$ cat config.mk
export PLATFORM = sky130hd
export DESIGN_NAME = pmp_scan_unit
export DESIGN_NICKNAME = d
export VERILOG_FILES = /design/src/rtl/pmp_scan_unit.sv
export SDC_FILE = /design/constraint.sdc
export NUM_CORES = 2
export LEC_CHECK = 0
export CAP_MARGIN = 5
export CORE_MARGIN = 5
export CORE_UTILIZATION = 64
export DETAILED_ROUTE_END_ITERATION = 6
export PLACE_DENSITY = 0.88
export REMOVE_ABC_BUFFERS = 1
export SYNTH_ARGS = -nofsm -noshare
export SYNTH_HDL_FRONTEND = slang
export SYNTH_SLANG_ARGS = --single-unit
export TNS_END_PERCENT = 20
$ cat constraint.sdc
create_clock -name clk -period 15.5 [get_ports clk]
set_clock_uncertainty 0.05 [all_clocks]
set_input_delay 3.1 -clock clk [delete_from_list [all_inputs] [get_ports clk]]
set_output_delay 3.1 -clock clk [all_outputs]
set_load 0.005 [all_outputs]
$ cat src/rtl/pmp_scan_unit.sv
// PMP checker: per-entry cfg/addr registers plus a multi-cycle scan that examines
// LANES entries per cycle and reports the lowest-index matching entry and fault.
module pmp_scan_unit #(
    parameter int N_ENTRIES = 16,
    parameter int LANES     = 4
) (
    input  logic        clk,
    input  logic        rst_n,
    input  logic        csr_we,
    input  logic        csr_sel,
    input  logic [3:0]  csr_idx,
    input  logic [31:0] csr_wdata,
    output logic        csr_busy,
    input  logic        req_valid,
    output logic        req_ready,
    input  logic [31:0] req_addr,
    input  logic [1:0]  req_size,
    input  logic [1:0]  req_oper,
    input  logic [1:0]  req_priv,
    output logic        resp_valid,
    input  logic        resp_ready,
    output logic        resp_fault,
    output logic [1:0]  resp_oper,
    output logic [4:0]  resp_entry
);
    // state | meaning
    // IDLE  | waiting for a request, CSR writes allowed
    // SCAN  | evaluating entries ptr..ptr+LANES-1 each cycle
    // RESP  | holding the response until resp_ready
    localparam int IW = (N_ENTRIES > 1) ? $clog2(N_ENTRIES) : 1;

    typedef enum logic [1:0] {IDLE = 2'd0, SCAN = 2'd1, RESP = 2'd2} state_t;

    state_t        state;
    logic [7:0]    cfg  [N_ENTRIES];
    logic [31:0]   addr [N_ENTRIES];
    logic [IW-1:0] ptr;
    logic [31:0]   q_addr;
    logic [1:0]    q_size;
    logic [1:0]    q_oper;
    logic [1:0]    q_priv;

    function automatic logic in_region(input logic [33:0] w, input logic [1:0] mode,
                                       input logic [31:0] cur, input logic [31:0] prev);
        logic [33:0] mask;
        logic [33:0] base;
        // mask covers the trailing ones plus the first zero: region spans mask+1 words
        mask = {2'b0, cur} ^ ({2'b0, cur} + 34'd1);
        base = {2'b0, cur} & ~mask;
        case (mode)
            2'b01:   in_region = (w >= {2'b0, prev}) && (w < {2'b0, cur});
            2'b10:   in_region = (w == {2'b0, cur});
            2'b11:   in_region = (w >= base) && (w <= base + mask);
            default: in_region = 1'b0;
        endcase
    endfunction

    function automatic logic calc_fault(input logic m, input logic part, input logic [7:0] c,
                                        input logic [1:0] oper, input logic [1:0] priv);
        if (oper == 2'b11)                 calc_fault = 1'b1;
        else if (!m)                       calc_fault = (priv != 2'b11);
        else if (part)                     calc_fault = 1'b1;
        else if (priv == 2'b11 && !c[7])   calc_fault = 1'b0;
        else if (oper == 2'b00)            calc_fault = !c[0];
        else if (oper == 2'b01)            calc_fault = !c[1];
        else                               calc_fault = !c[2];
    endfunction

    logic [IW-1:0] widx;
    logic [IW-1:0] nidx;
    logic          idx_ok;
    logic          tgt_locked;
    logic          next_tor_locked;
    logic          csr_ok;

    assign widx            = csr_idx[IW-1:0];
    assign nidx            = widx + IW'(1);
    assign idx_ok          = int'(csr_idx) < N_ENTRIES;
    assign tgt_locked      = idx_ok && cfg[widx][7];
    assign next_tor_locked = (int'(csr_idx) + 1 < N_ENTRIES) && cfg[nidx][7] && (cfg[nidx][4:3] == 2'b01);
    assign csr_ok          = csr_we && idx_ok && !tgt_locked && !csr_busy && !(csr_sel && next_tor_locked);

    // word indices of the first and last byte; the last byte is formed without wrap
    logic [33:0] first_w;
    logic [33:0] last_w;
    assign first_w = {2'b0, q_addr} >> 2;
    assign last_w  = ({2'b0, q_addr} + ((34'd1 << q_size) - 34'd1)) >> 2;

    logic          hit;
    logic          hit_part;
    logic [IW-1:0] hit_idx;
    logic [IW-1:0] e_l;
    logic [31:0]   prev_l;
    logic          f_in;
    logic          l_in;

    always_comb begin
        hit      = 1'b0;
        hit_part = 1'b0;
        hit_idx  = '0;
        e_l      = '0;
        prev_l   = '0;
        f_in     = 1'b0;
        l_in     = 1'b0;
        for (int l = 0; l < LANES; l++) begin
            e_l    = ptr + IW'(l);
            prev_l = (e_l == '0) ? 32'd0 : addr[e_l - IW'(1)];
            f_in   = in_region(first_w, cfg[e_l][4:3], addr[e_l], prev_l);
            l_in   = in_region(last_w, cfg[e_l][4:3], addr[e_l], prev_l);
            if (!hit && (f_in || l_in)) begin
                hit      = 1'b1;
                hit_idx  = e_l;
                hit_part = f_in ^ l_in;
            end
        end
    end

    logic [7:0] hit_cfg;
    logic       scan_fault;
    logic       last_group;
    assign hit_cfg    = cfg[hit_idx];
    assign scan_fault = calc_fault(hit, hit_part, hit_cfg, q_oper, q_priv);
    assign last_group = (int'(ptr) + LANES >= N_ENTRIES);

    assign req_ready  = (state == IDLE);
    assign csr_busy   = (state != IDLE);
    assign resp_valid = (state == RESP);

    always_ff @(posedge clk or negedge rst_n) begin
        if (!rst_n) begin
            state      <= IDLE;
            ptr        <= '0;
            q_addr     <= '0;
            q_size     <= '0;
            q_oper     <= '0;
            q_priv     <= '0;
            resp_fault <= 1'b0;
            resp_oper  <= 2'b00;
            resp_entry <= 5'd16;
            for (int i = 0; i < N_ENTRIES; i++) begin
                cfg[i]  <= '0;
                addr[i] <= '0;
            end
        end else begin
            if (csr_ok) begin
                if (csr_sel) addr[widx] <= csr_wdata;
                else         cfg[widx]  <= csr_wdata[7:0];
            end
            case (state)
                IDLE: begin
                    if (req_valid) begin
                        q_addr <= req_addr;
                        q_size <= req_size;
                        q_oper <= req_oper;
                        q_priv <= req_priv;
                        ptr    <= '0;
                        state  <= SCAN;
                    end
                end
                SCAN: begin
                    if (hit || last_group) begin
                        resp_entry <= hit ? 5'(hit_idx) : 5'd16;
                        resp_fault <= scan_fault;
                        resp_oper  <= q_oper;
                        state      <= RESP;
                    end else begin
                        ptr <= ptr + IW'(LANES);
                    end
                end
                RESP: begin
                    if (resp_ready) state <= IDLE;
                end
                default: state <= IDLE;
            endcase
        end
    end
endmodule

Word-level counts from Yosys, hierarchy flattened
Cells that the tools add are included.

cells by class
  add/sub/neg operators = 21
  magnitude comparators = 46
  eq/ne operators = 31
  shift-type cells = 1
  multiplexer cells = 89
  bitwise operators = 28
  reduce and logical (&&, ||, !) cells = 56

operators with widths
  operator               number
  $bmux 32 s4            8
  $mux 32                21
  $bwmux 512             1
  $bmux 8 s4             7
  $add 34x33->34         4
  $and 32x34->34         4
  $ge 30x34->1           4
  $ge 32x34->1           4
  $le 30x34->1           4
  $le 32x34->1           4
  $not 33->34            4
  $add 32x1->33 const B  4
  $xor 32x33->33         4
  $bwmux 128             1
  $demux 32 s4           1
  $eq 30x32->1           4
  $eq 32x32->1           4
  $ge 30x32->1           4
  $ge 32x32->1           4
  $lt 30x32->1           4
  $lt 32x32->1           4
  $ge 5x5->1 const B     12
  $mux 8                 7
  $not 4->5              11
  33 further kinds       143

word-level totals
  bits in registers = 692
  input bits = 80
  output and inout bits = 11
  logic and storage cells = 313

Longest topological paths before layout
  word-level depth = 34
  gate-level depth with buffers = 58
  gate-level depth less buffers = 47

Worst setup path before layout
Ideal clock, no wire load.

  kind = reg2reg
  start point = reg ptr[2]
  end point = reg resp_fault
  library setup time = 146 ps
  arrival = 9354 ps
  required time = 15304 ps
  setup slack = 5949 ps
  stages on the path, launching flop included = 55
  buffers on the path = 14
  period minus slack after synthesis = 9551 ps
  path through = dfrtp_1 > buf_6 > buf_12 > buf_12 > buf_12 > buf_12 > buf_12 > buf_6 > buf_4 > buf_2 > buf_2 > buf_2 > clkbuf_1 > mux4_2 > ha_1 > nand2_1 > ha_1 > xnor2_1 > (+19 left out) > o21ai_0 > a31oi_1 > a311oi_1 > o311a_1 > ha_1 > nand2_1 > and2_1 > clkbuf_1 > clkbuf_1 > nand2_1 > a311oi_1 > a21oi_1 > o221ai_1 > nand2_1 > a21oi_1 > a21oi_1 > a21oi_1 > o21ai_0

on the way
  longest elaborated chain between the ends = 34
  elaborated cells on any way between the ends = 200
  those cells by class = add/sub (16); order compare (33); eq/ne (20); mux (69); bitwise (25); reduce/logical (37)

RTL lines
  what                                                                     line  source
  start, declared                                                          37    logic [IW-1:0] ptr;
  start signal, assigned                                                   167   ptr <= ptr + IW'(LANES);
  parallel branches: the longest is 34 deep, another holds $add 34x33->34  n/a
  end signal, assigned                                                     163   resp_fault <= scan_fault;
  end, declared                                                            22    output logic resp_fault,

Several ways; the timed one is not identified. The select of a mux whose other input is x is not followed.
A chain may end at the register's enable or synchronous reset.

Worst setup path in the final report
Same ends and word-level chain as after synthesis.

==> impl_metrics.py <==
metrics = {
    "min_path": {
        "hp-class": "reg -> reg",
    },
    "final_layout": {
        "syn_to_final_growth_pct": 7.72,
        "num-fill-cells": 7474,
        "layout_commonest_cell": "ha_1",
        "drive_gt1_share_pct": 17.3,
        "layout_common_cells": "ha_1, dfrtp_1, mux2_2, inv_1, nand2_1",
        "fin_nets": 7939,
    },
    "sta": {
        "tns_ns": 0,
        "worstMarginPinSlew_ns": 1.38,
        "worst_hold_slack_ns": 0.442,
        "slew_headroom_pct": 7.34,
        "setup_violations": 0,
        "fmax_ghz": 0.0872,
        "fin_crit_sh_pct": 74.0,
        "rsz0062_at_grt": "false",
        "drv_slew": 0,
        "hold_viol": 0,
        "min_period_ns": 11.47,
    },
    "synth": {
        "async_flop_share_pct": 100,
        "ys_seq_area_share_pct": 25.2,
        "synth_warnings": 0,
        "netlist_instances": 6491,
        "yosys.area.top_type_share_pct": 25.2,
        "synthDistinctLibCells": 125,
        "synth_area_mm2": 0.0654,
        "synth-edff-count": 0,
        "ys.flop_type": "dfrtp_1",
        "synth_largest_area_cell": "dfrtp_1",
        "ys_seq_elements": 658,
        "avgSynthCellArea_um2": 10.1,
        "synthTopCellsByArea": "dfrtp_1, ha_1, mux2_2",
    },
    "setup_path": {
        "path_class": "reg -> reg",
        "critPathMaxFanout": 56,
        "r2r_end": "resp_fault$_DFFE_PN0P_",
        "critPathSlowestCell": "dfrtp_4",
        "critPathCaptureType": "register",
        "regToRegStartpoint": "ptr[2]$_DFFE_PN0P_",
        "reg2reg_slack_ns": 4.03,
        "setup.worst_path.start": "ptr[2]$_DFFE_PN0P_",
        "crit_path_end": "resp_fault$_DFFE_PN0P_",
        "max_stage_delay_ns": 0.92,
        "r2r_cells": 38,
        "start_kind": "register",
        "crit_required_ns": 15.95,
        "critPathArrivalTime_ns": 11.92,
    },
    "die": {
        "core_area_mm2": 0.102,
        "die_y_um": 330,
        "start_util_pct": 64.3,
        "die_w_um": 330,
        "fp-row-count": 117,
        "dieArea_mm2": 0.109,
        "io-pin-count": 91,
    },
    "route": {
        "num_vias": 54400,
        "post_drt_wl_per_cell_um": 25.7,
        "vias_per_cell": 6.79,
        "first_pass_iters": 7,
        "ant_nets": 0,
        "remaining_drc_errors": 4,
        "routed_wl_um": 206000,
        "drt-initial-drc-count": 4533,
    },
    "cts": {
        "htree_levels": 3,
        "clock_path_buffers": 3,
        "clk_pin_slew_ns": 0.06,
        "cts-hold-fix-buffers": 0,
        "cts.sinks": 658,
        "clock_latency_ns": 0.69,
        "postCtsSetupRepairBufs": 0,
        "cts_resized": 0,
        "cts_root_buffer": "clkbuf_16",
        "cts_tree": "done",
        "cts-buffers-inserted": 71,
    },
    "global_routing": {
        "grt_pass1_vias": 57300,
        "grt_max_degree": 179,
        "grt_pass1_wl_um": 318000,
        "grt_usage_pct": 37.5,
        "grt.overflow.total": 0,
        "antenna_found_initial": 10,
    },
    "placed_design": {
        "hpwl_um": 156000,
        "io_buffers": 90,
        "place_congestion": 1.06,
    },
    "job": {
        "drv_cap": 0,
    },
    "status": {
        "violations": "design-rule violations",
        "outcome": "finished with violations",
    },
}
[synth_stat cells (25+ instances only)]
cell type,count
ha_1,1274
dfrtp_1,657
mux2_2,636
inv_1,446
nand2_1,382
a21oi_1,357
o21ai_0,287
nor2_1,251
a21o_1,229
nand4_1,165
mux4_2,152
xnor2_1,151
nand2b_1,146
xor2_1,129
nor2b_1,128
nand3_1,108
clkbuf_1,83
nor3_1,76
o21a_1,66
mux2i_1,59
buf_1,49
a31oi_1,35
a211oi_1,31
a221oi_1,30
and2_1,29
and3_1,27
o31ai_1,26
nor4_1,25
[area by class of cell]
class                   count  area [µm²]  share of cell area (%)
clock buffers              95        2030                    2.88
flip-flops and latches    658       16500                    23.4
diodes                      3        7.51                  0.0107
repair buffers            194        1710                    2.43
multi-input cells        5203       46300                    65.8
clock inverters            35         428                   0.608
inverters                 456        1710                    2.43
well taps                1368        1710                    2.43
[worst max-delay path: cells and delay by family, from the launching register on]
kind,cells,cell delay (ns)
AND/OR/NAND/NOR,16,5.04
AO/OA/AOI/OAI,12,2.26
adder cells (fa/ha/maj),4,1.13
buffers and inverters,3,0.97
flip-flops,1,0.92
multiplexers,1,0.44
XOR/XNOR,2,0.32
[registers in the layout (all words and copies together), names as in the netlist]
name / flops
q_size: 2
cfg: 96
state: 2
q_priv: 2
q_oper: 2
resp_oper: 2
addr: 512
ptr: 2
resp_fault: 1
q_addr: 32
resp_entry: 5
[cells by family (layout without fill, tap and decap cells)]
| logic type | Yosys count | count (layout) | synth area share [%] |
|---|---|---|---|
| flip-flops | 658 | 658 | 25.2 |
| multiplexers | 856 | 856 | 17.4 |
| adder cells (fa/ha/maj) | 1276 | 1276 | 24.4 |
| AO/OA/AOI/OAI | 1322 | 1322 | 13.3 |
| AND/OR/NAND/NOR | 1465 | 1465 | 11.6 |
| XOR/XNOR | 284 | 284 | 3.85 |
| other | 0 | 3 | 0 |
| buffers and inverters | 630 | 780 | 4.26 |
[worst min path at each step]
stage                         startpoint                   endpoint  slack [ns]  cells after the start
2_1_floorplan      addr[301]$_DFFE_PN0P_      addr[301]$_DFFE_PN0P_        0.42                      1
3_3_place_gp       addr[241]$_DFFE_PN0P_      addr[241]$_DFFE_PN0P_        0.43                      1
3_5_place_dp   resp_entry[0]$_DFFE_PN0P_  resp_entry[0]$_DFFE_PN0P_        0.43                      1
4_1_cts        resp_entry[0]$_DFFE_PN0P_  resp_entry[0]$_DFFE_PN0P_        0.44                      1
5_1_grt            addr[209]$_DFFE_PN0P_      addr[209]$_DFFE_PN0P_        0.46                      1
6_report       resp_entry[0]$_DFFE_PN0P_  resp_entry[0]$_DFFE_PN0P_        0.44                      1
[metrics by stage]
| stage | instance area (µm²) | utilization [%] | setup WS [ns] | cells |
|---|---|---|---|---|
| 3_5_place_dp | 67900 | 66.9 | 4.24 | 7879 |
| 3_3_place_gp | 67900 | 66.9 | 4.46 | 7879 |
| 4_1_cts | 70400 | 69.3 | 4.19 | 8009 |
| 2_1_floorplan | 64300 | - | -0.543 | 6317 |
| 6_report | 70400 | 69.3 | 4.03 | 8012 |
| 5_1_grt | 70400 | 69.3 | 3.47 | 8009 |
[per-layer routing]
metal / global-route usage, % / vias to the layer above / wire length [µm]
met1: 42.6 / 26500 / 74000
met4: 27.8 / 10 / 18500
li1: - / 24300 / -
met3: 9.76 / 1013 / 19800
met5: 0 / - / 79
met2: 61.1 / 2597 / 93700
Power is not shown: default switching activity piles up to over one toggle a cycle in this logic, so the estimate is an artifact.
